==> src/rtl/spice_node_integrator_pkg.sv <==
// Shared definitions for the node-voltage integrator: voltage width and
// rails, engine state encodings, and the adder-tree width helper.
package spice_node_integrator_pkg;

  localparam int SNI_W = 10;

  localparam logic signed [SNI_W-1:0] SNI_HI = {1'b0, {(SNI_W-1){1'b1}}};
  localparam logic signed [SNI_W-1:0] SNI_LO = {1'b1, {(SNI_W-1){1'b0}}};

  localparam logic [1:0] SNI_IDLE = 2'd0;
  localparam logic [1:0] SNI_RUN  = 2'd1;
  localparam logic [1:0] SNI_DONE = 2'd2;

  // Width that holds the sum of n_in sign-extended data_w slots with no overflow
  function automatic int sni_sum_w(input int data_w, input int n_in);
    return data_w + $clog2(n_in) + 1;
  endfunction

endpackage

==> src/rtl/spice_node_integrator_if.sv <==
// Current/voltage bundle between the branch models (master) and the node
// integrator (slave): packed branch currents, init/start controls, node
// voltage, digital level and burst status.
interface spice_node_integrator_if import spice_node_integrator_pkg::*; #(
  parameter int N_IN   = 4,
  parameter int DATA_W = SNI_W
);

  logic [N_IN*DATA_W-1:0]   i_bus;
  logic                     init_load;
  logic signed [DATA_W-1:0] init_val;
  logic                     start;
  logic signed [DATA_W-1:0] v;
  logic                     p;
  logic                     busy;
  logic                     done;
  logic                     settled;
  logic                     timeout;

  modport master (
    output i_bus, init_load, init_val, start,
    input  v, p, busy, done, settled, timeout
  );

  modport slave (
    input  i_bus, init_load, init_val, start,
    output v, p, busy, done, settled, timeout
  );

endinterface

==> src/rtl/spice_current_adder.sv <==
// Combinational sign-extending adder over N_IN packed signed current slots.
// The output is wide enough that the sum can never overflow.
module spice_current_adder import spice_node_integrator_pkg::*; #(
  parameter int N_IN   = 4,
  parameter int DATA_W = SNI_W,
  parameter int SUM_W  = sni_sum_w(DATA_W, N_IN)
) (
  input  logic [N_IN*DATA_W-1:0] i_bus,
  output logic signed [SUM_W-1:0] sum
);

  // Accumulate every slot, each sign-extended to the full sum width
  always_comb begin
    sum = '0;
    for (int k = 0; k < N_IN; k++) begin
      sum = sum + SUM_W'($signed(i_bus[k*DATA_W +: DATA_W]));
    end
  end

endmodule

==> src/rtl/spice_node_integrator.sv <==
// Node-voltage state element: integrates the summed branch currents into
// v in bounded relaxation bursts. A burst ends when the node has been
// quiet for SETTLE_CNT consecutive steps or after MAX_STEPS steps.
module spice_node_integrator import spice_node_integrator_pkg::*; #(
  parameter int N_IN       = 4,
  parameter int DATA_W     = SNI_W,
  parameter int SHIFT      = 2,
  parameter int SETTLE_THR = 1,
  parameter int SETTLE_CNT = 4,
  parameter int MAX_STEPS  = 64,
  parameter logic signed [DATA_W-1:0] INIT = SNI_LO
) (
  input logic                   eclk,
  input logic                   ereset_n,
  spice_node_integrator_if.slave bus
);

  localparam int SUM_W = sni_sum_w(DATA_W, N_IN);
  localparam int RAW_W = SUM_W + 1;
  localparam int QW    = $clog2(SETTLE_CNT + 1);
  localparam int SW    = $clog2(MAX_STEPS + 1);

  localparam logic signed [DATA_W-1:0] V_HI = {1'b0, {(DATA_W-1){1'b1}}};
  localparam logic signed [DATA_W-1:0] V_LO = {1'b1, {(DATA_W-1){1'b0}}};
  localparam logic [QW-1:0]     QUIET_DONE = QW'(SETTLE_CNT);
  localparam logic [SW-1:0]     STEP_LIMIT = SW'(MAX_STEPS);
  localparam logic [DATA_W:0]   DV_THR     = (DATA_W+1)'(SETTLE_THR);

  logic [1:0]               state;
  logic signed [DATA_W-1:0] v_q;
  logic [QW-1:0]            quiet_cnt;
  logic [SW-1:0]            step_cnt;
  logic                     settled_q;
  logic                     timeout_q;

  logic signed [SUM_W-1:0]  sum_p0;
  logic signed [SUM_W-1:0]  sum_sh_p0;
  logic signed [RAW_W-1:0]  raw_p0;
  logic signed [DATA_W-1:0] v_nxt_p0;
  logic signed [DATA_W:0]   dv_p0;
  logic [DATA_W:0]          dv_mag_p0;
  logic                     quiet_p0;
  logic [QW-1:0]            quiet_nxt;
  logic [SW-1:0]            step_nxt;
  logic                     exit_settle;
  logic                     exit_timeout;

  // Clamp a widened voltage onto the representable rails
  function automatic logic signed [DATA_W-1:0] sat_v(input logic signed [RAW_W-1:0] x);
    if (x > RAW_W'(V_HI)) return V_HI;
    if (x < RAW_W'(V_LO)) return V_LO;
    return x[DATA_W-1:0];
  endfunction

  // Magnitude of a step; the step never reaches the most negative code
  function automatic logic [DATA_W:0] mag_dv(input logic signed [DATA_W:0] d);
    return d[DATA_W] ? $unsigned(-d) : $unsigned(d);
  endfunction

  spice_current_adder #(
    .N_IN   (N_IN),
    .DATA_W (DATA_W),
    .SUM_W  (SUM_W)
  ) u_adder (
    .i_bus (bus.i_bus),
    .sum   (sum_p0)
  );

  // Integration step: scale the current, integrate, clamp, measure the step
  always_comb begin
    sum_sh_p0 = sum_p0 >>> SHIFT;
    raw_p0    = RAW_W'(v_q) + RAW_W'(sum_sh_p0);
    v_nxt_p0  = sat_v(raw_p0);
    dv_p0     = (DATA_W+1)'(v_nxt_p0) - (DATA_W+1)'(v_q);
    dv_mag_p0 = mag_dv(dv_p0);
    quiet_p0  = (dv_mag_p0 <= DV_THR);
  end

  // Post-update counter values and burst exit decision (settle beats timeout)
  always_comb begin
    if (!quiet_p0)                      quiet_nxt = '0;
    else if (quiet_cnt == QUIET_DONE)   quiet_nxt = quiet_cnt;
    else                                quiet_nxt = quiet_cnt + 1'b1;
    step_nxt     = step_cnt + 1'b1;
    exit_settle  = (quiet_nxt == QUIET_DONE);
    exit_timeout = !exit_settle && (step_nxt == STEP_LIMIT);
  end

  // Engine FSM, node voltage, counters and burst result flags
  always_ff @(posedge eclk or negedge ereset_n) begin
    if (!ereset_n) begin
      state     <= SNI_IDLE;
      v_q       <= INIT;
      quiet_cnt <= '0;
      step_cnt  <= '0;
      settled_q <= 1'b0;
      timeout_q <= 1'b0;
    end else begin
      case (state)
        SNI_RUN: begin
          v_q       <= v_nxt_p0;
          quiet_cnt <= quiet_nxt;
          step_cnt  <= step_nxt;
          if (exit_settle) begin
            state     <= SNI_DONE;
            settled_q <= 1'b1;
          end else if (exit_timeout) begin
            state     <= SNI_DONE;
            timeout_q <= 1'b1;
          end
        end
        default: begin
          // IDLE and DONE: v may be preloaded, and a start launches a burst
          // from the freshly loaded value when both arrive together.
          if (bus.init_load) v_q <= bus.init_val;
          if (bus.start) begin
            state     <= SNI_RUN;
            quiet_cnt <= '0;
            step_cnt  <= '0;
            settled_q <= 1'b0;
            timeout_q <= 1'b0;
          end
        end
      endcase
    end
  end

  assign bus.v       = v_q;
  assign bus.p       = ~v_q[DATA_W-1];
  assign bus.busy    = (state == SNI_RUN);
  assign bus.done    = (state == SNI_DONE);
  assign bus.settled = settled_q;
  assign bus.timeout = timeout_q;

endmodule

==> src/flat_wrapper.sv <==
// flat-port wrapper written by rule: the top's interface ports become plain ports
module spice_node_integrator_flat import spice_node_integrator_pkg::*;
#(
  parameter int N_IN       = 4,
  parameter int DATA_W     = SNI_W,
  parameter int SHIFT      = 2,
  parameter int SETTLE_THR = 1,
  parameter int SETTLE_CNT = 4,
  parameter int MAX_STEPS  = 64,
  parameter logic signed [DATA_W-1:0] INIT = SNI_LO
)
  (eclk, ereset_n, bus_i_bus, bus_init_load, bus_init_val, bus_start, bus_v, bus_p, bus_busy, bus_done, bus_settled, bus_timeout);
  spice_node_integrator_if #(.N_IN(N_IN), .DATA_W(DATA_W)) bus_i ();
  input logic eclk;
  input logic ereset_n;
  input wire logic [$bits(bus_i.i_bus)-1:0] bus_i_bus;
  input wire logic [$bits(bus_i.init_load)-1:0] bus_init_load;
  input wire logic [$bits(bus_i.init_val)-1:0] bus_init_val;
  input wire logic [$bits(bus_i.start)-1:0] bus_start;
  output wire logic [$bits(bus_i.v)-1:0] bus_v;
  output wire logic [$bits(bus_i.p)-1:0] bus_p;
  output wire logic [$bits(bus_i.busy)-1:0] bus_busy;
  output wire logic [$bits(bus_i.done)-1:0] bus_done;
  output wire logic [$bits(bus_i.settled)-1:0] bus_settled;
  output wire logic [$bits(bus_i.timeout)-1:0] bus_timeout;
  assign bus_i.i_bus = bus_i_bus;
  assign bus_i.init_load = bus_init_load;
  assign bus_i.init_val = bus_init_val;
  assign bus_i.start = bus_start;
  assign bus_v = bus_i.v;
  assign bus_p = bus_i.p;
  assign bus_busy = bus_i.busy;
  assign bus_done = bus_i.done;
  assign bus_settled = bus_i.settled;
  assign bus_timeout = bus_i.timeout;
  spice_node_integrator #(.N_IN(N_IN), .DATA_W(DATA_W), .SHIFT(SHIFT), .SETTLE_THR(SETTLE_THR), .SETTLE_CNT(SETTLE_CNT), .MAX_STEPS(MAX_STEPS), .INIT(INIT)) u_core (.eclk(eclk), .ereset_n(ereset_n), .bus(bus_i));
endmodule
==> config.mk <==
export PLATFORM = sky130hd
export DESIGN_NAME = spice_node_integrator_flat
export DESIGN_NICKNAME = d
export VERILOG_FILES = /design/src/rtl/spice_node_integrator_pkg.sv /design/src/rtl/spice_node_integrator_if.sv /design/src/rtl/spice_current_adder.sv /design/src/rtl/spice_node_integrator.sv /design/src/flat_wrapper.sv
export SDC_FILE = /design/constraint.sdc
export NUM_CORES = 1
export LEC_CHECK = 0
export ABC_CLOCK_PERIOD_IN_PS = 4700
export BUFFER_PORTS_ARGS = -buffer_cell sky130_fd_sc_hd__buf_2
export CAP_MARGIN = 5
export CORE_AREA = 2 2 114 116
export CTS_CLUSTER_DIAMETER = 60
export DETAILED_ROUTE_END_ITERATION = 8
export DIE_AREA = 0 0 116 118
export PLACE_DENSITY = 0.48
export SLEW_MARGIN = 20
export SYNTH_ARGS = -nofsm -noshare
export SYNTH_HDL_FRONTEND = slang
export SYNTH_SLANG_ARGS = --single-unit
==> constraint.sdc <==
create_clock -name eclk -period 4.7 [get_ports eclk]
set_clock_uncertainty 0.15 [all_clocks]
set_input_delay 0.47 -clock eclk [delete_from_list [all_inputs] [get_ports eclk]]
set_output_delay 0.47 -clock eclk [all_outputs]
set_load 0.02 [all_outputs]
==> qor.yml <==
route:
  drc_errors: 0
  firstDrtPassIters: 4
  route.antenna.remaining_nets: 0
  total_number_of_vias: 3646
  route.final.wire_length_um: 9570
  viasPerCell: 4.56
  initialDrtViolationCount: 113
  route.detailed.wl_per_inst_um: 12.0
floorplanning:
  starting_density_pct: 29.3
  design.portCount: 69
  floorplan.die.height_um: 118
  die_x_um: 116
  die_area_sq_um: 13700
  num_rows: 41
  floorplan.core_area_sq_um: 12400
sta:
  timing.slew.headroom_pct: 51.9
  grt_setup_unrepaired: "true"
  finalHoldWorstSlack_ns: 0.0733
  tightestPinTransition_ns: 0.711
  finalMaxSlewViolations: 0
  final.setup.worst_slack_ns: -2.61
  final_hold_viol_count: 0
  setup_viol: 16
  clock.fmax_mhz: 137
  final_cycle_share_pct: 156
  final.min_clock_period_ns: 7.31
setup_path:
  start_kind: "input port"
  crit_path_end_kind: "register"
  r2r_setup_slack_ns: -0.47
  crit_slowest_cell: "sky130_fd_sc_hd__fa_1"
  worstPathMaxFanout: 6
  crit_end: "u_core.bus.timeout$_DFFE_PN0P_"
  worst-setup-path-type: "in2reg"
  rr_endpoint: "u_core.bus.timeout$_DFFE_PN0P_"
  crit_start: "bus_i_bus[22]"
  slowest_delay_ns: 0.53
  worst-endpoint-arrival_ns: 7.31
  worst-r2r-cell-count: 22
  timing.critical_path.required_ns: 4.70
  reg2reg_from: "u_core.bus.v[0]$_DFFE_PN0P_"
final_layout:
  num-fill-cells: 1305
  fraction_of_final_layout_cells_with_drive_strength_greater_than_1_pct: 40.0
  final_core_utilization_pct: 44.3
  areaGrowthSynthToFinish_pct: 51.3
  final_design_area_no_fill_sq_um: 5500
  n_antenna_cell: 0
  final_nets: 742
synthesis:
  yosys-top-cells-area: "sky130_fd_sc_hd__dfrtp_1 (16%), sky130_fd_sc_hd__ha_1 (13%), sky130_fd_sc_hd__fa_1 (13%)"
  number_of_standard_cells_after_synthesis: 450
  yosysWarnings: 0
  netlist.top_cell.by_area: "sky130_fd_sc_hd__dfrtp_1"
  postSynthRegisterBits: 24
  yosysUniqueCellTypes: 64
  synth-edff-count: 0
  ys_seq_area_share_pct: 16.6
  post_synth.cell_area_avg_sq_um: 8.08
  mappedNetlistNets: 564
  mappedNetlistArea_sq_um: 3640
  postSynth.topFlopCell: "sky130_fd_sc_hd__dfrtp_1"
  synth_top_area_share_pct: 15.8
  async_reset_ff_share_pct: 100
placement:
  gp_congestion: 0.812
  numPortBuffers: 68
  post-dp-hpwl_um: 7680
  placed_area_sq_um: 4970
  pre_cts_slack_ns: -3.26
global_routing:
  combined_global_route_utilization_of_all_metal_layers_pct: 14.0
  vias_in_the_first_global_route: 3581
  initial_antenna_violation_count: 0
  grt_first_pass_wirelength_um: 15900
  total_congestion_overflow: 0
  pin_count_of_the_biggest_net_entering_global_routing: 25
min_path:
  worstHoldPathType: "in2async"
cts:
  clk_sink_count: 24
  cts_inserted_buffers: 3
  root_buffer_cell: "sky130_fd_sc_hd__clkbuf_16"
  worst_setup_hold_path_clk_slew_ns: 0.07
  insertion_delay_ns: 0.26
  h-tree-depth: 1
  tritoncts: "built"
  cts_hold_buf: 0
  cts-root-to-sink-buffers: 2
status:
  violated_checks: "setup timing"
  status: "complete, but fails checks"
job:
  drv_cap: 0
[stage by stage]
step	cells	setup TNS (ns)
detailed placement	777	-31.76
CTS	792	-23.11
global route	799	-27.25
floorplan	450	-21.48
global placement	777	-30.86
finish	799	-22.38
[synth_stat cells, types with 3 or more instances]
cell type                   number
sky130_fd_sc_hd__a2111oi_1       3
sky130_fd_sc_hd__a211o_1         5
sky130_fd_sc_hd__a21o_1         19
sky130_fd_sc_hd__a21oi_1        27
sky130_fd_sc_hd__a31oi_1         4
sky130_fd_sc_hd__clkbuf_1        4
sky130_fd_sc_hd__dfrtp_1        23
sky130_fd_sc_hd__fa_1           23
sky130_fd_sc_hd__ha_1           37
sky130_fd_sc_hd__inv_1          86
sky130_fd_sc_hd__mux2i_1         8
sky130_fd_sc_hd__nand2_1        25
sky130_fd_sc_hd__nand2b_1        6
sky130_fd_sc_hd__nand3_1         9
sky130_fd_sc_hd__nand4_1         3
sky130_fd_sc_hd__nor2_1         35
sky130_fd_sc_hd__nor2b_1         5
sky130_fd_sc_hd__nor3_1          9
sky130_fd_sc_hd__o211ai_1        3
sky130_fd_sc_hd__o21a_1          5
sky130_fd_sc_hd__o21ai_0        20
sky130_fd_sc_hd__o21ai_1         8
sky130_fd_sc_hd__o21bai_1        5
sky130_fd_sc_hd__o31ai_1         3
sky130_fd_sc_hd__or3_1           3
sky130_fd_sc_hd__xnor2_1        14
sky130_fd_sc_hd__xor2_1         13
[repair_timing]
item	CTS	global route
setup buffers	10	7
pin swaps	33	26
gates resized for setup	32	27
gates cloned	1	0
endpoints found under the setup margin	17	17
[placed cells by master, fill, tap and decap left out, drive strengths merged, types with 4 or more instances in the layout]
cell type / n
a2111oi: 4
nand3: 9
o21a: 5
nor2b: 5
nor2: 35
inv: 86
o21bai: 5
nand2b: 6
fa: 23
buf: 179
a31oi: 5
mux2i: 8
a21oi: 29
o21ai: 28
dfrtp: 23
ha: 37
nand2: 26
nor3: 9
xor2: 13
xnor2: 14
a211o: 6
a21o: 19
[worst min path at each step]
stage / end / slack, ns / cells past startpoint
2_1_floorplan: u_core.bus.settled$_DFFE_PN0P_ / 0.02 / 0
3_3_place_gp: u_core.bus.settled$_DFFE_PN0P_ / 0.32 / 1
3_5_place_dp: u_core.bus.settled$_DFFE_PN0P_ / 0.34 / 1
4_1_cts: u_core.step_cnt[1]$_DFFE_PN0P_ / 0.09 / 1
5_1_grt: u_core.step_cnt[1]$_DFFE_PN0P_ / 0.11 / 1
6_report: u_core.step_cnt[2]$_DFFE_PN0P_ / 0.07 / 1
[sequential cells by signal, indices dropped and copies added (netlist names)]
| signal | count |
|---|---|
| u_core.bus.settled | 1 |
| u_core.bus.timeout | 1 |
| u_core.bus.v | 10 |
| u_core.quiet_cnt | 3 |
| u_core.state | 2 |
| u_core.step_cnt | 7 |
[cell families (layout without fill, tap and decap cells)]
logic type,after synthesis,count (layout),synth area share [%]
AOI/OAI and AO/OA,125,126,23.8
xor gates and xnor gates,27,27,6.50
adders and majority gates,60,60,25.4
buffers and inverters,94,270,10.0
DFF,24,24,16.6
muxes,8,8,2.20
and+or+nand+nor,112,112,15.6
[metal layers]
layer | wire, um | GRT usage, %
met1 | 4550 | 19.2
met2 | 4640 | 23.9
met3 | 318 | 1.60
met4 | 64 | 1.79
met5 | 0 | 0
[layout make-up]
class	count	area, sq um	share of cell area [%]
multi-input combinational	333	3030	55.0
timing repair buffer	179	1220	22.1
tap	172	215	3.91
inverter	87	334	6.07
clock buffer	3	75.1	1.36
clock inverter	1	30.0	0.546
sequential	24	602	10.9
[worst max-delay path, delay by kind of cell]
kind | cells | cell delay (ns)
AO/OA/AOI/OAI | 17 | 3.09
adder cells (fa/ha/maj) | 5 | 1.86
AND/OR/NAND/NOR | 4 | 0.88
XOR/XNOR | 1 | 0.09
buffers and inverters | 8 | 0.90
Power is not shown: default switching activity piles up to over one toggle a cycle in this logic, so the estimate is an artifact.
